### config.mk
export PLATFORM = sky130hd
export DESIGN_NAME = stream_mux_rr
export DESIGN_NICKNAME = d
export VERILOG_FILES = /design/src/rtl/stream_mux_rr.sv
export SDC_FILE = /design/constraint.sdc
export NUM_CORES = 1
export LEC_CHECK = 0
export ABC_AREA = 1
export BUFFER_PORTS_ARGS = -buffer_cell sky130_fd_sc_hd__buf_2
export CELL_PAD_IN_SITES_DETAIL_PLACEMENT = 0
export CELL_PAD_IN_SITES_GLOBAL_PLACEMENT = 1
export CORE_ASPECT_RATIO = 0.9
export CORE_MARGIN = 1.5
export CORE_UTILIZATION = 30
export DETAILED_ROUTE_END_ITERATION = 16
export PLACE_DENSITY = 0.78
export SYNTH_ARGS = -nofsm -noshare
export SYNTH_HDL_FRONTEND = slang
export SYNTH_SLANG_ARGS = --single-unit
export TNS_END_PERCENT = 10
### constraint.sdc
create_clock -name clk -period 2.2 [get_ports clk]
set_input_delay 0.11 -clock clk [delete_from_list [all_inputs] [get_ports clk]]
set_output_delay 0.11 -clock clk [all_outputs]
set_load 0.05 [all_outputs]
### src/rtl/stream_mux_rr.sv
// N-to-1 stream multiplexer with fixed-select or round-robin arbitration and a registered output stage.
// Define STREAM_MUX_PKT_LOCK_EN to hold the grant on one channel until its in_last beat has transferred.
module stream_mux_rr #(
    parameter int WIDTH = 4,
    parameter int N     = 4,
    parameter int SW    = 2
) (
    input  logic               clk,
    input  logic               reset,
    input  logic [N*WIDTH-1:0] in_data,
    input  logic [N-1:0]       in_valid,
    input  logic [N-1:0]       in_last,
    output logic [N-1:0]       in_ready,
    input  logic               mode,
    input  logic [SW-1:0]      Select,
    output logic [WIDTH-1:0]   out_data,
    output logic               out_last,
    output logic [SW-1:0]      out_chan,
    output logic               out_valid,
    input  logic               out_ready
);

    logic [SW-1:0]    r_ptr;
    logic [WIDTH-1:0] r_data;
    logic             r_last;
    logic [SW-1:0]    r_chan;
    logic             r_valid;

    logic             w_can_load;
    logic             w_xfer;
    logic             w_ptr_adv;
    logic [N-1:0]     w_rot;
    logic             w_rr_found;
    logic [SW:0]      w_rr_sum;
    logic [SW-1:0]    w_rr_idx;
    logic             w_gnt_vld;
    logic [SW-1:0]    w_gnt;
    logic             w_sel_valid;
    logic [WIDTH-1:0] w_gnt_data;
    logic             w_gnt_last;
    logic [SW:0]      w_inc;
    logic [SW-1:0]    w_ptr_nxt;
    logic             w_locked;
    logic [SW-1:0]    w_lock_chan;

`ifdef STREAM_MUX_PKT_LOCK_EN
    typedef enum logic {ST_IDLE, ST_LOCKED} state_t;
    state_t        r_state;
    state_t        w_state_nxt;
    logic [SW-1:0] r_lock_chan;

    always_ff @(posedge clk or posedge reset) begin
        if (reset) begin
            r_state     <= ST_IDLE;
            r_lock_chan <= '0;
        end else begin
            r_state <= w_state_nxt;
            if (w_xfer) r_lock_chan <= w_gnt;
        end
    end

    always_comb begin
        w_state_nxt = r_state;
        if (w_xfer) w_state_nxt = w_gnt_last ? ST_IDLE : ST_LOCKED;
    end

    assign w_locked    = (r_state == ST_LOCKED);
    assign w_lock_chan = r_lock_chan;
    // The pointer only moves once the whole packet has gone through.
    assign w_ptr_adv   = w_xfer & w_gnt_last;
`else
    assign w_locked    = 1'b0;
    assign w_lock_chan = '0;
    assign w_ptr_adv   = w_xfer;
`endif

    assign w_can_load = !r_valid || out_ready;

    // Rotate valids so that bit 0 is the channel at the pointer, then take the first set bit.
    assign w_rot = N'({in_valid, in_valid} >> r_ptr);

    always_comb begin
        w_rr_found = 1'b0;
        w_rr_sum   = '0;
        for (int k = 0; k < N; k++) begin
            if (!w_rr_found && w_rot[k]) begin
                w_rr_found = 1'b1;
                w_rr_sum   = {1'b0, r_ptr} + (SW+1)'(k);
            end
        end
        if (w_rr_sum >= (SW+1)'(N)) w_rr_sum = w_rr_sum - (SW+1)'(N);
        w_rr_idx = w_rr_sum[SW-1:0];
    end

    always_comb begin
        w_gnt     = '0;
        w_gnt_vld = 1'b0;
        if (w_locked) begin
            w_gnt     = w_lock_chan;
            w_gnt_vld = 1'b1;
        end else if (mode) begin
            w_gnt     = w_rr_idx;
            w_gnt_vld = w_rr_found;
        end else if ({1'b0, Select} < (SW+1)'(N)) begin
            w_gnt     = Select;
            w_gnt_vld = 1'b1;
        end
    end

    always_comb begin
        w_sel_valid = 1'b0;
        w_gnt_data  = '0;
        w_gnt_last  = 1'b0;
        in_ready    = '0;
        for (int i = 0; i < N; i++) begin
            if (w_gnt_vld && (w_gnt == SW'(i))) begin
                w_sel_valid = in_valid[i];
                w_gnt_data  = in_data[i*WIDTH +: WIDTH];
                w_gnt_last  = in_last[i];
                in_ready[i] = !reset && w_can_load && in_valid[i];
            end
        end
    end

    assign w_xfer    = !reset && w_can_load && w_sel_valid;
    assign w_inc     = {1'b0, w_gnt} + (SW+1)'(1);
    assign w_ptr_nxt = (w_inc >= (SW+1)'(N)) ? '0 : w_inc[SW-1:0];

    always_ff @(posedge clk or posedge reset) begin
        if (reset) begin
            r_ptr   <= '0;
            r_data  <= '0;
            r_last  <= 1'b0;
            r_chan  <= '0;
            r_valid <= 1'b0;
        end else begin
            if (w_ptr_adv) r_ptr <= w_ptr_nxt;
            if (w_xfer) begin
                r_data  <= w_gnt_data;
                r_last  <= w_gnt_last;
                r_chan  <= w_gnt;
                r_valid <= 1'b1;
            end else if (out_ready) begin
                r_valid <= 1'b0;
            end
        end
    end

    assign out_data  = r_data;
    assign out_last  = r_last;
    assign out_chan  = r_chan;
    assign out_valid = r_valid;

endmodule

## After elaboration in Yosys (flattened, before gate mapping)

Index checks and enable logic that the tools add are counted.

- Magnitude comparators: 2
- Eq/ne operators: 3
- $add $sub $neg: 5
- Muxes and demuxes: 30
- Reductions and logical operators: 21
- Shift operators: 1

Operators with widths:

| kind | number |
|---|---|
| 2-to-1 mux 1 bit | 19 |
| 2-to-1 mux 4 bit | 4 |
| logical AND 1 bit | 13 |
| 2-to-1 mux 3 bit | 3 |
| 2-to-1 mux 2 bit | 4 |
| right shift 8 x 2 -> 4 bit | 1 |
| adder 2 x 1 -> 3 bit (second input constant) | 2 |
| adder 2 x 2 -> 3 bit (second input constant) | 2 |
| >= comparator 3 bit (second input constant) | 2 |
| logical NOT 1 bit | 5 |
| equality test 2 bit (second input constant) | 2 |
| equality test 2 x 1 -> 1 bit (second input constant) | 1 |
| logical NOT 2 bit | 1 |
| nonzero test 2 bit | 1 |
| subtractor 2 x 1 -> 2 bit (second input constant) | 1 |
| logical OR 1 bit | 1 |

- Bits in registers: 10
- Logic and storage cells: 67

## Logic depth before layout (Yosys ltp)

- Depth in word-level cells: 22
- Depth in mapped cells: 23
- Depth with buffers taken out: 21

## Worst setup path after synthesis

Ideal clock, no wire load.

- Kind: register -> output
- Start: reg r_ptr[0]
- End: out in_ready[2]
- Buffers on the path: 2
- Path slack: -0.771 ns
- Arrival: 2.861 ns
- Stages on the path, launching flop included: 17
- Cells stage by stage: dfrtp_1 > buf_6 > inv_4 > nand2_1 > nand3_1 > nand2_1 > nor2_4 > nand2_1 > inv_2 > nor2_1 > a21oi_1 > nand2_1 > o21ai_1 > ha_1 > nand2_4 > buf_6 > nor3_1

- Word-level cells in the longest chain between the ends: 17

RTL lines:

| what | RTL line | source |
|---|---|---|
| from (decl) | 23 | `logic [SW-1:0] r_ptr;` |
| from (signal assigned) | 137 | `if (w_ptr_adv) r_ptr <= w_ptr_nxt;` |
| right shift 8 x 2 -> 4 bit | 80 | `assign w_rot = N'({in_valid, in_valid} >> r_ptr);` |
| 2-to-1 mux 1 bit | 86 | `if (!w_rr_found && w_rot[k]) begin` |
| logical NOT 1 bit | 86 |  |
| logical AND 1 bit | 86 |  |
| 2-to-1 mux 1 bit | 86 |  |
| logical NOT 1 bit | 86 |  |
| logical AND 1 bit | 86 |  |
| 2-to-1 mux 1 bit | 86 |  |
| logical NOT 1 bit | 86 |  |
| logical AND 1 bit | 86 |  |
| 2-to-1 mux 3 bit | 86 |  |
| >= comparator 3 bit / subtractor 2 x 1 -> 2 bit (equally long branches) | 91 | `if (w_rr_sum >= (SW+1)'(N)) w_rr_sum = w_rr_sum - (SW+1)'(N);` |
| 2-to-1 mux 2 bit | 91 |  |
| 2-to-1 mux 2 bit | 101 | `end else if (mode) begin` |
| equality test 2 bit | 116 | `if (w_gnt_vld && (w_gnt == SW'(i))) begin` |
| logical AND 1 bit (*) | 116 |  |
| 2-to-1 mux 1 bit (*) | 116 |  |
| to (decl) | 13 | `output logic [N-1:0] in_ready,` |

Every way passes the cells marked *; elsewhere a longest branch is shown, timed or not.

## Worst setup path in the final report

- Start: reg r_ptr[0]
- End: out in_ready[1]

- Word-level cells in the longest chain between the ends: 17

RTL lines:

| what | RTL line | source |
|---|---|---|
| right shift 8 x 2 -> 4 bit | 80 |  |
| 2-to-1 mux 1 bit | 86 |  |
| logical NOT 1 bit | 86 |  |
| logical AND 1 bit | 86 |  |
| 2-to-1 mux 1 bit | 86 |  |
| logical NOT 1 bit | 86 |  |
| logical AND 1 bit | 86 |  |
| 2-to-1 mux 1 bit | 86 |  |
| [... 2 more ...] | -- |  |
| 2-to-1 mux 3 bit (*) | 86 |  |
| >= comparator 3 bit / subtractor 2 x 1 -> 2 bit (equally long branches) | 91 |  |
| 2-to-1 mux 2 bit (*) | 91 |  |
| 2-to-1 mux 2 bit (*) | 101 |  |
| named net w_gnt[0] | 37 | `logic [SW-1:0] w_gnt;` |
| equality test 2 x 1 -> 1 bit (*) | 116 |  |
| logical AND 1 bit (*) | 116 |  |
| 2-to-1 mux 1 bit (*) | 116 |  |

The timed path passes the listed nets; every way through them passes the cells marked *.

==> results.sh <==
export IMPL_ff2ff_setup_slack_ns=-0.26
export IMPL_cts_clk_slew_worst_paths_ns=0.05
export IMPL_overflow=0
export IMPL_clk_latency_ns=0.23
export IMPL_core_area_um2=3453
export IMPL_crit_path_end_kind="output pin"
export IMPL_syn_nets=204
export IMPL_place_area_um2=1590
export IMPL_drive_above_1_share=0.5500
export IMPL_io_buffers=41
export IMPL_route_detailed_drc=0
export IMPL_vias=1270
export IMPL_grt_pass1_wl_mm=4.767
export IMPL_syn_avg_cell_area_um2=6.550
export IMPL_critical_path_top_delay_family="simple AND/OR/NAND/NOR gates"
export IMPL_clock_fmax_ghz=0.3950
export IMPL_vias_per_cell=4.472
export IMPL_cp_data_required_time_ns=2.09
export IMPL_yosysSeqAreaShare=0.2247
export IMPL_start_util=0.3225
export IMPL_die_y_um=60.80
export IMPL_ys_types=29
export IMPL_rsz0062_at_grt="true"
export IMPL_cap_violations=0
export IMPL_period_minus_slack_ns=2.532
export IMPL_die_area_um2=4087
export IMPL_violations="negative setup slack"
export IMPL_finalSetupViolations=14
export IMPL_cts_sinks=10
export IMPL_post_route_period_util=1.151
export IMPL_criticalPathCategory="reg2out"
export IMPL_slowest_stage="dfrtp_2"
export IMPL_grt_usage=0.1505
export IMPL_wl_per_cell_um=10.86
export IMPL_status="finished with violations"
export IMPL_max_slew_margin=0.8324
export IMPL_cts_tree="done"
export IMPL_critPathMaxFanout=6
export IMPL_power_density_nw_per_um2=1433
export IMPL_grt_max_degree=12
export IMPL_cp_slowest_stage_delay_ns=0.45
export IMPL_syn_to_final_growth_pct=58.54
export IMPL_skew_ns=0.002868
export IMPL_peakVddDrop_v=0.0005583
export IMPL_setup_slack_ns=-0.3318
export IMPL_syn_area_um2=1114
export IMPL_finalHoldViolCount=0
export IMPL_placementRows=20
export IMPL_setup_tns_ns=-3.587
export IMPL_pin_count=42
export IMPL_first_iter_violations=39
export IMPL_crit_buf_inv=4
export IMPL_final_nets=275
export IMPL_yosys_warnings=0
export IMPL_power_leakage_nw=0.9635
export IMPL_drv_slew=0
export IMPL_antenna_found_initial=0
export IMPL_final_area_um2=1765
export IMPL_diodes=0
export IMPL_drt_antenna_violating_nets=0
export IMPL_gp_congestion=0.8574
export IMPL_clock_root_buffer="clkbuf_8"
export IMPL_grt_pass1_vias=1195
export IMPL_cts_buffer_depth=2
export IMPL_routed_wl_mm=3.083
export IMPL_start_kind="flip-flop"
export IMPL_cts_buffers=3
export IMPL_crit_path_frequent_cell="nand2_2"
export IMPL_path_cells="inv_4, nand2_2, nand3_2, nand2_2, nor2_4, nand2_2, inv_2, nor2_2, nor2_2, nand2_2, a21oi_4, ha_2, nand2_1, buf_4, nor3_4, buf_6"
export IMPL_dp_hpwl_mm=2.459
export IMPL_arrival_ns=2.42
export IMPL_timing_hold_ws_ns=0.05004
export IMPL_hold_class="in2reg"
export IMPL_syn_inst=170
export IMPL_worstMarginPinSlew_ns=0.2531
export IMPL_htree_num_levels=1
export IMPL_synth_seq_cells=10
export IMPL_drt_first_pass_iters=4
export IMPL_n_fill_cell=356
export IMPL_die_w_um=67.22
==> worst register-to-register path, delay by kind of cell (launching register included) <==
kind / cells / cell delay [ns]
adders and majority gates: 1 / 0.19
buffers and inverters: 4 / 0.43
and+or+nand+nor: 10 / 0.87
DFF: 1 / 0.45
AOI/OAI and AO/OA: 3 / 0.42
==> worst paths after layout <==
check	startpoint	end	cells after the start
worst max-delay path	r_ptr[0]	in_ready[1]	16
worst min-delay path	out_ready	out_valid	2
worst max register to register	r_ptr[0]	out_valid	18
worst min register to register	out_chan[0]	out_chan[0]	2
max in group asynchronous	reset	r_ptr[0]	4
min in group asynchronous	reset	out_data[3]	4
==> flip-flops by register name (all words and copies together) (netlist names) <==
name	count
out_data	4
out_chan	2
r_ptr	2
out_last	1
out_valid	1
==> layer usage <==
layer | vias up | routed length (um) | global-route usage | share of wire
met3 | 0 | 179 | 0.02226 | 0.058
met2 | 27 | 1558 | 0.2857 | 0.51
met5 | - | 0 | 0 | 0
li1 | 686 | - | - | -
met1 | 557 | 1345 | 0.1859 | 0.44
met4 | 0 | 0 | 0.01749 | 0
==> cells in the final DEF (no fill, tap or decap), types with 2 or more instances in the layout <==
master,Yosys,layout
nand2_1,46,39
buf_2,1,37
nand3_1,32,28
buf_4,1,28
nand2_2,13,18
inv_1,15,14
dfrtp_1,10,9
nand3_2,2,6
inv_2,5,6
nor2_1,9,6
nand2_4,3,5
buf_6,2,5
or2_1,4,4
ha_2,0,4
clkbuf_8,0,4
nor2_2,0,3
o21ai_2,2,3
nand4_1,3,3
nor3_4,0,3
a21oi_2,1,2
==> cells in the mapped netlist (all sizes together) <==
| cell type | number | area (um2) |
|---|---|---|
| a21oi | 4 | 23.77 |
| and2 | 1 | 8.760 |
| buf | 4 | 35.03 |
| clkbuf | 1 | 3.750 |
| dfrtp | 10 | 250.2 |
| ha | 4 | 50.05 |
| inv | 21 | 81.33 |
| nand2 | 63 | 307.8 |
| nand3 | 34 | 180.2 |
| nand4 | 4 | 40.04 |
| nor2 | 10 | 45.04 |
| nor3 | 3 | 15.01 |
| o21ai | 5 | 32.53 |
| or2 | 5 | 31.28 |
| xor2 | 1 | 8.760 |
==> layout make-up <==
cell class / count / area [um2] / area share
clock buffers: 4 / 55.05 / 0.03118
well taps: 44 / 55.05 / 0.03118
flip-flops and latches: 10 / 251.5 / 0.1425
multi-input cells: 134 / 860.8 / 0.4876
repair buffers: 71 / 461.7 / 0.2615
inverters: 21 / 81.33 / 0.04607
==> where the power goes <==
group	leakage, nW	internal, mW	switching (mW)
clock network	0.0288	0.157	0.0676
registers	0.126	0.270	0.0744
logic	0.809	0.778	1.18
==> repair_timing <==
action / 4_1_cts / 5_1_grt
buffers inserted: 3 / 2
endpoints found under the hold margin: 10 / 0
hold buffers: 1 / 0
gates resized for setup: 17 / 6
pin swaps: 10 / 6
endpoints found under the setup margin: 14 / 14
==> stage by stage <==
stage,total power [mW],util,setup slack (ns),cells
after floorplan,1.681,-,-0.1035,170
after global placement,2.146,0.4605,-0.2357,274
after detailed placement,2.154,0.4605,-0.2628,274
after CTS,2.475,0.5004,-0.3049,282
after global routing,2.766,0.5112,-0.5259,284
final,2.529,0.5112,-0.3318,284
==> kinds of logic after synthesis <==
kind of cell / count (synthesis) / synth area share
AOI/OAI and AO/OA: 9 / 0.05056
buffers and inverters: 26 / 0.1079
DFF: 10 / 0.2247
adders and majority gates: 4 / 0.04495
xor gates and xnor gates: 1 / 0.007867
and+or+nand+nor: 120 / 0.5640
(Power assumes the default switching activity.)
